$ cat config.mk
export PLATFORM = sky130hd
export DESIGN_NAME = mem_region_bus_ctrl
export DESIGN_NICKNAME = d
export VERILOG_FILES = /design/src/rtl/mem_map_pkg.sv /design/src/rtl/mem_region_decode.sv /design/src/rtl/mem_region_bus_ctrl.sv
export SDC_FILE = /design/constraint.sdc
export NUM_CORES = 1
export LEC_CHECK = 0
export BUFFER_PORTS_ARGS = -buffer_cell sky130_fd_sc_hd__buf_4
export CAP_MARGIN = 20
export CORE_MARGIN = 2
export CORE_UTILIZATION = 47
export DETAILED_ROUTE_END_ITERATION = 10
export GPL_TIMING_DRIVEN = 0
export PLACE_DENSITY = 0.82
export RECOVER_POWER = 100
export SLEW_MARGIN = 15
export SYNTH_ARGS = -nofsm -noshare
export SYNTH_HDL_FRONTEND = slang
export SYNTH_SLANG_ARGS = --single-unit
$ cat constraint.sdc
create_clock -name clk -period 1.8 [get_ports clk]
set_input_delay 0.09 -clock clk [delete_from_list [all_inputs] [get_ports clk]]
set_output_delay 0.09 -clock clk [all_outputs]
set_load 0.05 [all_outputs]
$ cat src/rtl/mem_map_pkg.sv
// Shared definitions for the 16-bit memory map: region codes, bus FSM states
// and default wait-state counts used by the controller and other map consumers.
package mem_map_pkg;

  localparam logic [2:0] REG_ROM      = 3'd0;
  localparam logic [2:0] REG_RAM      = 3'd1;
  localparam logic [2:0] REG_PERIPH   = 3'd2;
  localparam logic [2:0] REG_EXT      = 3'd3;
  localparam logic [2:0] REG_UNMAPPED = 3'd4;
  localparam logic [2:0] REG_FLASH    = 3'd7;

  localparam int unsigned WS_ROM_DEF    = 32'd2;
  localparam int unsigned WS_RAM_DEF    = 32'd0;
  localparam int unsigned WS_PERIPH_DEF = 32'd1;
  localparam int unsigned WS_EXT_DEF    = 32'd3;
  localparam int unsigned WS_FLASH_DEF  = 32'd4;

  typedef enum logic [1:0] {
    ST_IDLE   = 2'd0,
    ST_ACCESS = 2'd1,
    ST_RESP   = 2'd2
  } bus_state_e;

  function automatic logic region_is_mapped(input logic [2:0] region);
    return (region != REG_UNMAPPED);
  endfunction

endpackage

$ cat src/rtl/mem_region_decode.sv
// Address-to-region decoder for the 16-bit memory map; looks at the top
// nibble only, everything not listed falls into the unmapped region.
module mem_region_decode
  import mem_map_pkg::*;
(
  input  logic [15:0] addr_i,
  output logic [2:0]  region_o
);

  // Top-nibble region lookup
  always_comb begin
    region_o = REG_UNMAPPED;
    casez (addr_i)
      16'h0???: region_o = REG_ROM;
      16'h1???: region_o = REG_RAM;
      16'h2???: region_o = REG_PERIPH;
      16'h3???: region_o = REG_EXT;
      16'hF???: region_o = REG_FLASH;
      default:  region_o = REG_UNMAPPED;
    endcase
  end

endmodule

$ cat src/rtl/mem_region_bus_ctrl.sv
// Two-master round-robin bus controller: arbitrates, decodes the winning
// address, inserts per-region wait states and returns done/err to the winner.
module mem_region_bus_ctrl
  import mem_map_pkg::*;
#(
  parameter int unsigned WS_ROM    = WS_ROM_DEF,
  parameter int unsigned WS_RAM    = WS_RAM_DEF,
  parameter int unsigned WS_PERIPH = WS_PERIPH_DEF,
  parameter int unsigned WS_EXT    = WS_EXT_DEF,
  parameter int unsigned WS_FLASH  = WS_FLASH_DEF
) (
  input  logic        clk,
  input  logic        rst_n,
  input  logic        m0_req,
  input  logic [15:0] m0_addr,
  input  logic        m0_we,
  output logic        m0_gnt,
  output logic        m0_done,
  output logic        m0_err,
  input  logic        m1_req,
  input  logic [15:0] m1_addr,
  input  logic        m1_we,
  output logic        m1_gnt,
  output logic        m1_done,
  output logic        m1_err,
  output logic        bus_valid,
  output logic [15:0] bus_addr,
  output logic        bus_we,
  output logic [2:0]  bus_region
);

  function automatic logic [2:0] ws_of(input logic [2:0] region);
    logic [2:0] ws;
    case (region)
      REG_ROM:    ws = 3'(WS_ROM);
      REG_RAM:    ws = 3'(WS_RAM);
      REG_PERIPH: ws = 3'(WS_PERIPH);
      REG_EXT:    ws = 3'(WS_EXT);
      REG_FLASH:  ws = 3'(WS_FLASH);
      default:    ws = 3'd0;
    endcase
    return ws;
  endfunction

  bus_state_e  state_q;
  logic [2:0]  cnt_q;
  logic        ptr_q;
  logic        win_q;
  logic        m0_gnt_q, m0_done_q, m0_err_q;
  logic        m1_gnt_q, m1_done_q, m1_err_q;
  logic        bus_valid_q;
  logic [15:0] bus_addr_q;
  logic        bus_we_q;
  logic [2:0]  bus_region_q;

  logic        any_req_d;
  logic        win_d;
  logic [15:0] sel_addr_d;
  logic        sel_we_d;
  logic [2:0]  sel_region_d;

  // Round-robin choice: a sole requester wins, a tie goes to the pointer master
  always_comb begin
    any_req_d = m0_req | m1_req;
    if (m0_req && m1_req) begin
      win_d = ptr_q;
    end else if (m1_req) begin
      win_d = 1'b1;
    end else begin
      win_d = 1'b0;
    end
    if (win_d) begin
      sel_addr_d = m1_addr;
      sel_we_d   = m1_we;
    end else begin
      sel_addr_d = m0_addr;
      sel_we_d   = m0_we;
    end
  end

  mem_region_decode u_decode (
    .addr_i   (sel_addr_d),
    .region_o (sel_region_d)
  );

  // Bus FSM with all outputs registered
  always_ff @(posedge clk) begin
    if (!rst_n) begin
      state_q      <= ST_IDLE;
      cnt_q        <= 3'd0;
      ptr_q        <= 1'b0;
      win_q        <= 1'b0;
      m0_gnt_q     <= 1'b0;
      m0_done_q    <= 1'b0;
      m0_err_q     <= 1'b0;
      m1_gnt_q     <= 1'b0;
      m1_done_q    <= 1'b0;
      m1_err_q     <= 1'b0;
      bus_valid_q  <= 1'b0;
      bus_addr_q   <= 16'h0000;
      bus_we_q     <= 1'b0;
      bus_region_q <= 3'd0;
    end else begin
      case (state_q)
        ST_IDLE: begin
          if (any_req_d) begin
            win_q        <= win_d;
            bus_addr_q   <= sel_addr_d;
            bus_we_q     <= sel_we_d;
            bus_region_q <= sel_region_d;
            m0_gnt_q     <= ~win_d;
            m1_gnt_q     <= win_d;
            if (region_is_mapped(sel_region_d)) begin
              cnt_q       <= ws_of(sel_region_d);
              bus_valid_q <= 1'b1;
              state_q     <= ST_ACCESS;
            end else begin
              // Unmapped accesses never reach the slave; answer immediately
              m0_err_q <= ~win_d;
              m1_err_q <= win_d;
              state_q  <= ST_RESP;
            end
          end
        end
        ST_ACCESS: begin
          if (cnt_q == 3'd0) begin
            bus_valid_q <= 1'b0;
            m0_done_q   <= ~win_q;
            m1_done_q   <= win_q;
            state_q     <= ST_RESP;
          end else begin
            cnt_q <= cnt_q - 3'd1;
          end
        end
        ST_RESP: begin
          m0_gnt_q  <= 1'b0;
          m1_gnt_q  <= 1'b0;
          m0_done_q <= 1'b0;
          m1_done_q <= 1'b0;
          m0_err_q  <= 1'b0;
          m1_err_q  <= 1'b0;
          ptr_q     <= ~win_q;
          state_q   <= ST_IDLE;
        end
        default: begin
          m0_gnt_q    <= 1'b0;
          m1_gnt_q    <= 1'b0;
          m0_done_q   <= 1'b0;
          m1_done_q   <= 1'b0;
          m0_err_q    <= 1'b0;
          m1_err_q    <= 1'b0;
          bus_valid_q <= 1'b0;
          state_q     <= ST_IDLE;
        end
      endcase
    end
  end

  assign m0_gnt     = m0_gnt_q;
  assign m0_done    = m0_done_q;
  assign m0_err     = m0_err_q;
  assign m1_gnt     = m1_gnt_q;
  assign m1_done    = m1_done_q;
  assign m1_err     = m1_err_q;
  assign bus_valid  = bus_valid_q;
  assign bus_addr   = bus_addr_q;
  assign bus_we     = bus_we_q;
  assign bus_region = bus_region_q;

endmodule

==> flow_metrics.env <==
export IMPL_cts_tree="built"
export IMPL_design_portCount=65
export IMPL_net_switching_power_uw=840
export IMPL_endpoint_worst_hold="bus_addr[1]"
export IMPL_hold_path_startpoint="m1_addr[1]"
export IMPL_syn_area_um2=1610
export IMPL_peakVddDrop_uv=616
export IMPL_floorplan_die_width_um=62.5
export IMPL_cpMaxStageDelayCell="sky130_fd_sc_hd__o311a_1"
export IMPL_worstPathCellList="o21bai_1, nor2_4, and3_4, nor2_1, o311a_1"
export IMPL_cts_hold_buffers_added=0
export IMPL_post_cts_clock_slew_at_the_launch_and_capture_registers_of_the_worst_setup_and_hold_paths_ps=100
export IMPL_row_count=21
export IMPL_hold_path_cell_count=3
export IMPL_maxSlewHeadroom_pct=58.3
export IMPL_timing_final_crit_period_ps=1620
export IMPL_synth_seq_cells=34
export IMPL_post_synthesis_sequential_area_ratio_pct=42.4
export IMPL_numCtsBuffers=5
export IMPL_worst_path_max_fanout=9
export IMPL_setup_violations_final=0
export IMPL_tightest_slew_ps=629
export IMPL_worstRegToRegCells=5
export IMPL_multi_input_area_um2=860
export IMPL_regArea_um2=681
export IMPL_finalHoldViolations=0
export IMPL_max_cap_violations=0
export IMPL_critical_path_end_type="register"
export IMPL_area_growth_synth_to_final_pct=32.3
export IMPL_post_layout_nonfiller_instances=318
export IMPL_1st_pass_router_iterations=4
export IMPL_postSynthNetCount=240
export IMPL_number_of_antenna_violations_at_the_first_check_in_global_routing=0
export IMPL_critical_path_top_delay_family="compound AO/OA/AOI/OAI gates"
export IMPL_grt_setup_unrepaired="false"
export IMPL_switching_part_of_the_total_pct=38.1
export IMPL_initialDrtViolationCount=82
export IMPL_status="completed"
export IMPL_internal_power_mw=1.36
export IMPL_sequentialPowerShare_pct=40.5
export IMPL_leftover_overflow_at_the_end_of_global_routing=0
export IMPL_dieArea_um2=3900
export IMPL_post_synth_num_cell_types=40
export IMPL_worstSetupPathType="register to register"
export IMPL_final_antenna_net_count=0
export IMPL_p_total_mw=2.20
export IMPL_start_util_pct=48.5
export IMPL_cts_sink_count=34
export IMPL_detail_route_wirelength_mm=4.29
export IMPL_synthCells=200
export IMPL_place_congestion=0.858
export IMPL_timing_critical_path_arrival_ps=1850
export IMPL_max_clock_freq_mhz=616
export IMPL_leakage_nw=0.896
export IMPL_fin_skew_ps=5.67
export IMPL_place_inst=310
export IMPL_layout_fillers=335
export IMPL_crit_path_max_incr_delay_ps=350
export IMPL_timing_hold_worst_class="primary input to register"
export IMPL_cp_required_ps=2030
export IMPL_grt_first_pass_wirelength_mm=7.20
export IMPL_num_vias=1697
export IMPL_cts_root_to_sink_buffers=2
export IMPL_ctsRootBufferMaster="sky130_fd_sc_hd__clkbuf_4"
export IMPL_synth_warnings=0
export IMPL_die_height_um=62.5
export IMPL_clock_power_share_pct=24.4
export IMPL_clock_latency_ps=330
export IMPL_rr_endpoint="cnt_q[1]"
export IMPL_fin_tns_setup_ps=0
export IMPL_drt_vias_per_instance=5.34
export IMPL_drc=0
export IMPL_io_buffer_count=64
export IMPL_most_common_layout_cells="42 x sky130_fd_sc_hd__nand2_1, 37 x sky130_fd_sc_hd__buf_4, 34 x sky130_fd_sc_hd__dfxtp_1"
export IMPL_drive_above_1_share_pct=20.2
export IMPL_first_global_vias=1571
export IMPL_reg2reg_slack_ps=180
export IMPL_layout_cells_most_common="sky130_fd_sc_hd__nand2_1"
export IMPL_r2r_start="state_q[0]"
export IMPL_slew_violations=0
export IMPL_htree_levels=2
export IMPL_postSynthAreaPerCell_um2=8.03
export IMPL_critical_path_n_buffers_inverters=0
export IMPL_diodes=0
export IMPL_design_core_area_um2=3310
export IMPL_power_per_cell_area_nw_per_um2=1040
export IMPL_power_combinational_fraction_pct=35.2
export IMPL_grt_start_max_net_pins=11
export IMPL_grtUsageTotal_pct=23.1
export IMPL_final_min_period_over_clock_period_pct=90.2
export IMPL_hpwl_dp_mm=3.24
export IMPL_route_detailed_wl_per_inst_um=13.5
export IMPL_startpoint_type="register"
export IMPL_layout_nets=311
cell usage after synthesis:
| cell type | instances | area, µm² |
|---|---|---|
| sky130_fd_sc_hd__nand2_1 | 42 | 158 |
| sky130_fd_sc_hd__dfxtp_1 | 34 | 681 |
| sky130_fd_sc_hd__nor2_1 | 28 | 105 |
| sky130_fd_sc_hd__a311oi_1 | 15 | 131 |
| sky130_fd_sc_hd__a21oi_1 | 12 | 60.1 |
| sky130_fd_sc_hd__buf_2 | 7 | 35.0 |
| sky130_fd_sc_hd__inv_1 | 6 | 22.5 |
| sky130_fd_sc_hd__nor3_1 | 6 | 30.0 |
| sky130_fd_sc_hd__mux2i_1 | 4 | 40.0 |
| sky130_fd_sc_hd__clkbuf_1 | 3 | 11.3 |
| sky130_fd_sc_hd__o211ai_1 | 3 | 22.5 |
| sky130_fd_sc_hd__o21ai_0 | 3 | 15.0 |
| sky130_fd_sc_hd__or3_1 | 3 | 18.8 |
| sky130_fd_sc_hd__a31oi_1 | 2 | 12.5 |
| sky130_fd_sc_hd__and2_1 | 2 | 12.5 |
| sky130_fd_sc_hd__and3_1 | 2 | 12.5 |
| sky130_fd_sc_hd__ha_1 | 2 | 25.0 |
| sky130_fd_sc_hd__nand2b_1 | 2 | 12.5 |
| sky130_fd_sc_hd__nand3_1 | 2 | 10.0 |
| sky130_fd_sc_hd__nor2b_1 | 2 | 12.5 |
| sky130_fd_sc_hd__a211o_1 | 1 | 8.76 |
| sky130_fd_sc_hd__a211oi_1 | 1 | 7.51 |
| sky130_fd_sc_hd__a221o_1 | 1 | 10.0 |
| sky130_fd_sc_hd__a22o_1 | 1 | 8.76 |
| sky130_fd_sc_hd__and3_4 | 1 | 11.3 |
| sky130_fd_sc_hd__and4_1 | 1 | 8.76 |
| sky130_fd_sc_hd__nand2b_4 | 1 | 13.8 |
| sky130_fd_sc_hd__nand3b_1 | 1 | 7.51 |
| sky130_fd_sc_hd__nand4_1 | 1 | 6.26 |
| sky130_fd_sc_hd__nand4b_1 | 1 | 8.76 |
| sky130_fd_sc_hd__nor2_4 | 1 | 11.3 |
| sky130_fd_sc_hd__nor3b_1 | 1 | 7.51 |
| sky130_fd_sc_hd__o2111a_1 | 1 | 11.3 |
| sky130_fd_sc_hd__o21bai_1 | 1 | 7.51 |
| sky130_fd_sc_hd__o311a_1 | 1 | 10.0 |
| sky130_fd_sc_hd__o31a_1 | 1 | 8.76 |
| sky130_fd_sc_hd__o31ai_1 | 1 | 7.51 |
| sky130_fd_sc_hd__o32ai_1 | 1 | 8.76 |
| sky130_fd_sc_hd__or2_2 | 1 | 6.26 |
| sky130_fd_sc_hd__xnor2_1 | 1 | 8.76 |
cell families after synthesis:
group / after synthesis / share of synthesized area (%)
and+or+nand+nor: 98 / 28.2
xor gates and xnor gates: 1 / 0.545
buffers and inverters: 16 / 4.28
muxes: 4 / 2.49
AOI/OAI and AO/OA: 45 / 20.6
adders and majority gates: 2 / 1.56
DFF: 34 / 42.4
sequential cells by signal, summed over array words and instances, names as in the netlist:
name / cells
win_q: 1
state_q: 2
bus_addr: 16
m0_done: 1
m0_err: 1
m1_done: 1
bus_region: 3
bus_valid: 1
bus_we: 1
ptr_q: 1
m1_err: 1
m1_gnt: 1
cnt_q: 3
m0_gnt: 1
tightest hold or removal path, cell delays in order:
cell and delay, ps:
sky130_fd_sc_hd__buf_4 110, sky130_fd_sc_hd__nand2_1 50, sky130_fd_sc_hd__a311oi_1 70
routing by layer:
| metal | vias up | part of all wire, % | wire length [µm] | track usage, % |
|---|---|---|---|---|
| met2 | 46 | 47 | 2020 | 36.7 |
| met4 | 0 | 0.79 | 34 | 6.39 |
| met5 | - | 0 | 0 | 0 |
| met1 | 792 | 47 | 2010 | 29.7 |
| met3 | 5 | 5.3 | 228 | 8.11 |
| li1 | 854 | - | - | - |
cell type report:
| class | instances | area share, % |
|---|---|---|
| Multi-Input combinational cell | 150 | 40.4 |
| Sequential cell | 34 | 32.0 |
| Timing Repair Buffer | 64 | 17.8 |
| Tap cell | 46 | 2.71 |
| Buffer | 10 | 2.41 |
| Clock buffer | 7 | 2.12 |
| Clock inverter | 1 | 1.41 |
| Inverter | 6 | 1.06 |
metrics by stage:
| stage | instance area (µm²) | setup WS, ps | utilization (%) | hold slack, ps |
|---|---|---|---|---|
| floorplan | 1610 | 289 | - | 212 |
| global placement | 2140 | 206 | 64.8 | 369 |
| detailed placement | 2140 | 162 | 64.8 | 375 |
| CTS | 2220 | 144 | 67.0 | 18.8 |
| global route | 2130 | 39.9 | 64.2 | 3.90 |
| finish | 2130 | 177 | 64.2 | 23.4 |
how the worst max path moves through the flow:
stage / slack, ps / depth (start not counted) / from / endpoint
floorplan: 290 / 5 / ptr_q / cnt_q[1]
global placement: 210 / 6 / cnt_q[0] / cnt_q[1]
detailed placement: 160 / 6 / cnt_q[0] / cnt_q[1]
CTS: 140 / 6 / cnt_q[0] / cnt_q[1]
global route: 40 / 6 / ptr_q / bus_addr[6]
finish: 180 / 5 / state_q[0] / cnt_q[1]
power by group through the flow:
| stage | clock network (mW) | logic (mW) | registers, mW |
|---|---|---|---|
| final | 0.537 | 0.775 | 0.892 |
| after global routing | 0.593 | 0.837 | 0.903 |
| after CTS | 0.548 | 0.836 | 0.894 |
| after detailed placement | 0 | 0.834 | 0.911 |
| after global placement | 0 | 0.823 | 0.907 |
| after floorplan | 0 | 0.297 | 1.17 |
repair_timing:
| action | CTS | global route |
|---|---|---|
| buffers inserted | 0 | 0 |
| gates resized for setup | 0 | 4 |
| endpoints found under the setup margin | 0 | 2 |
Note: power is estimated with default switching activity, not from simulation.
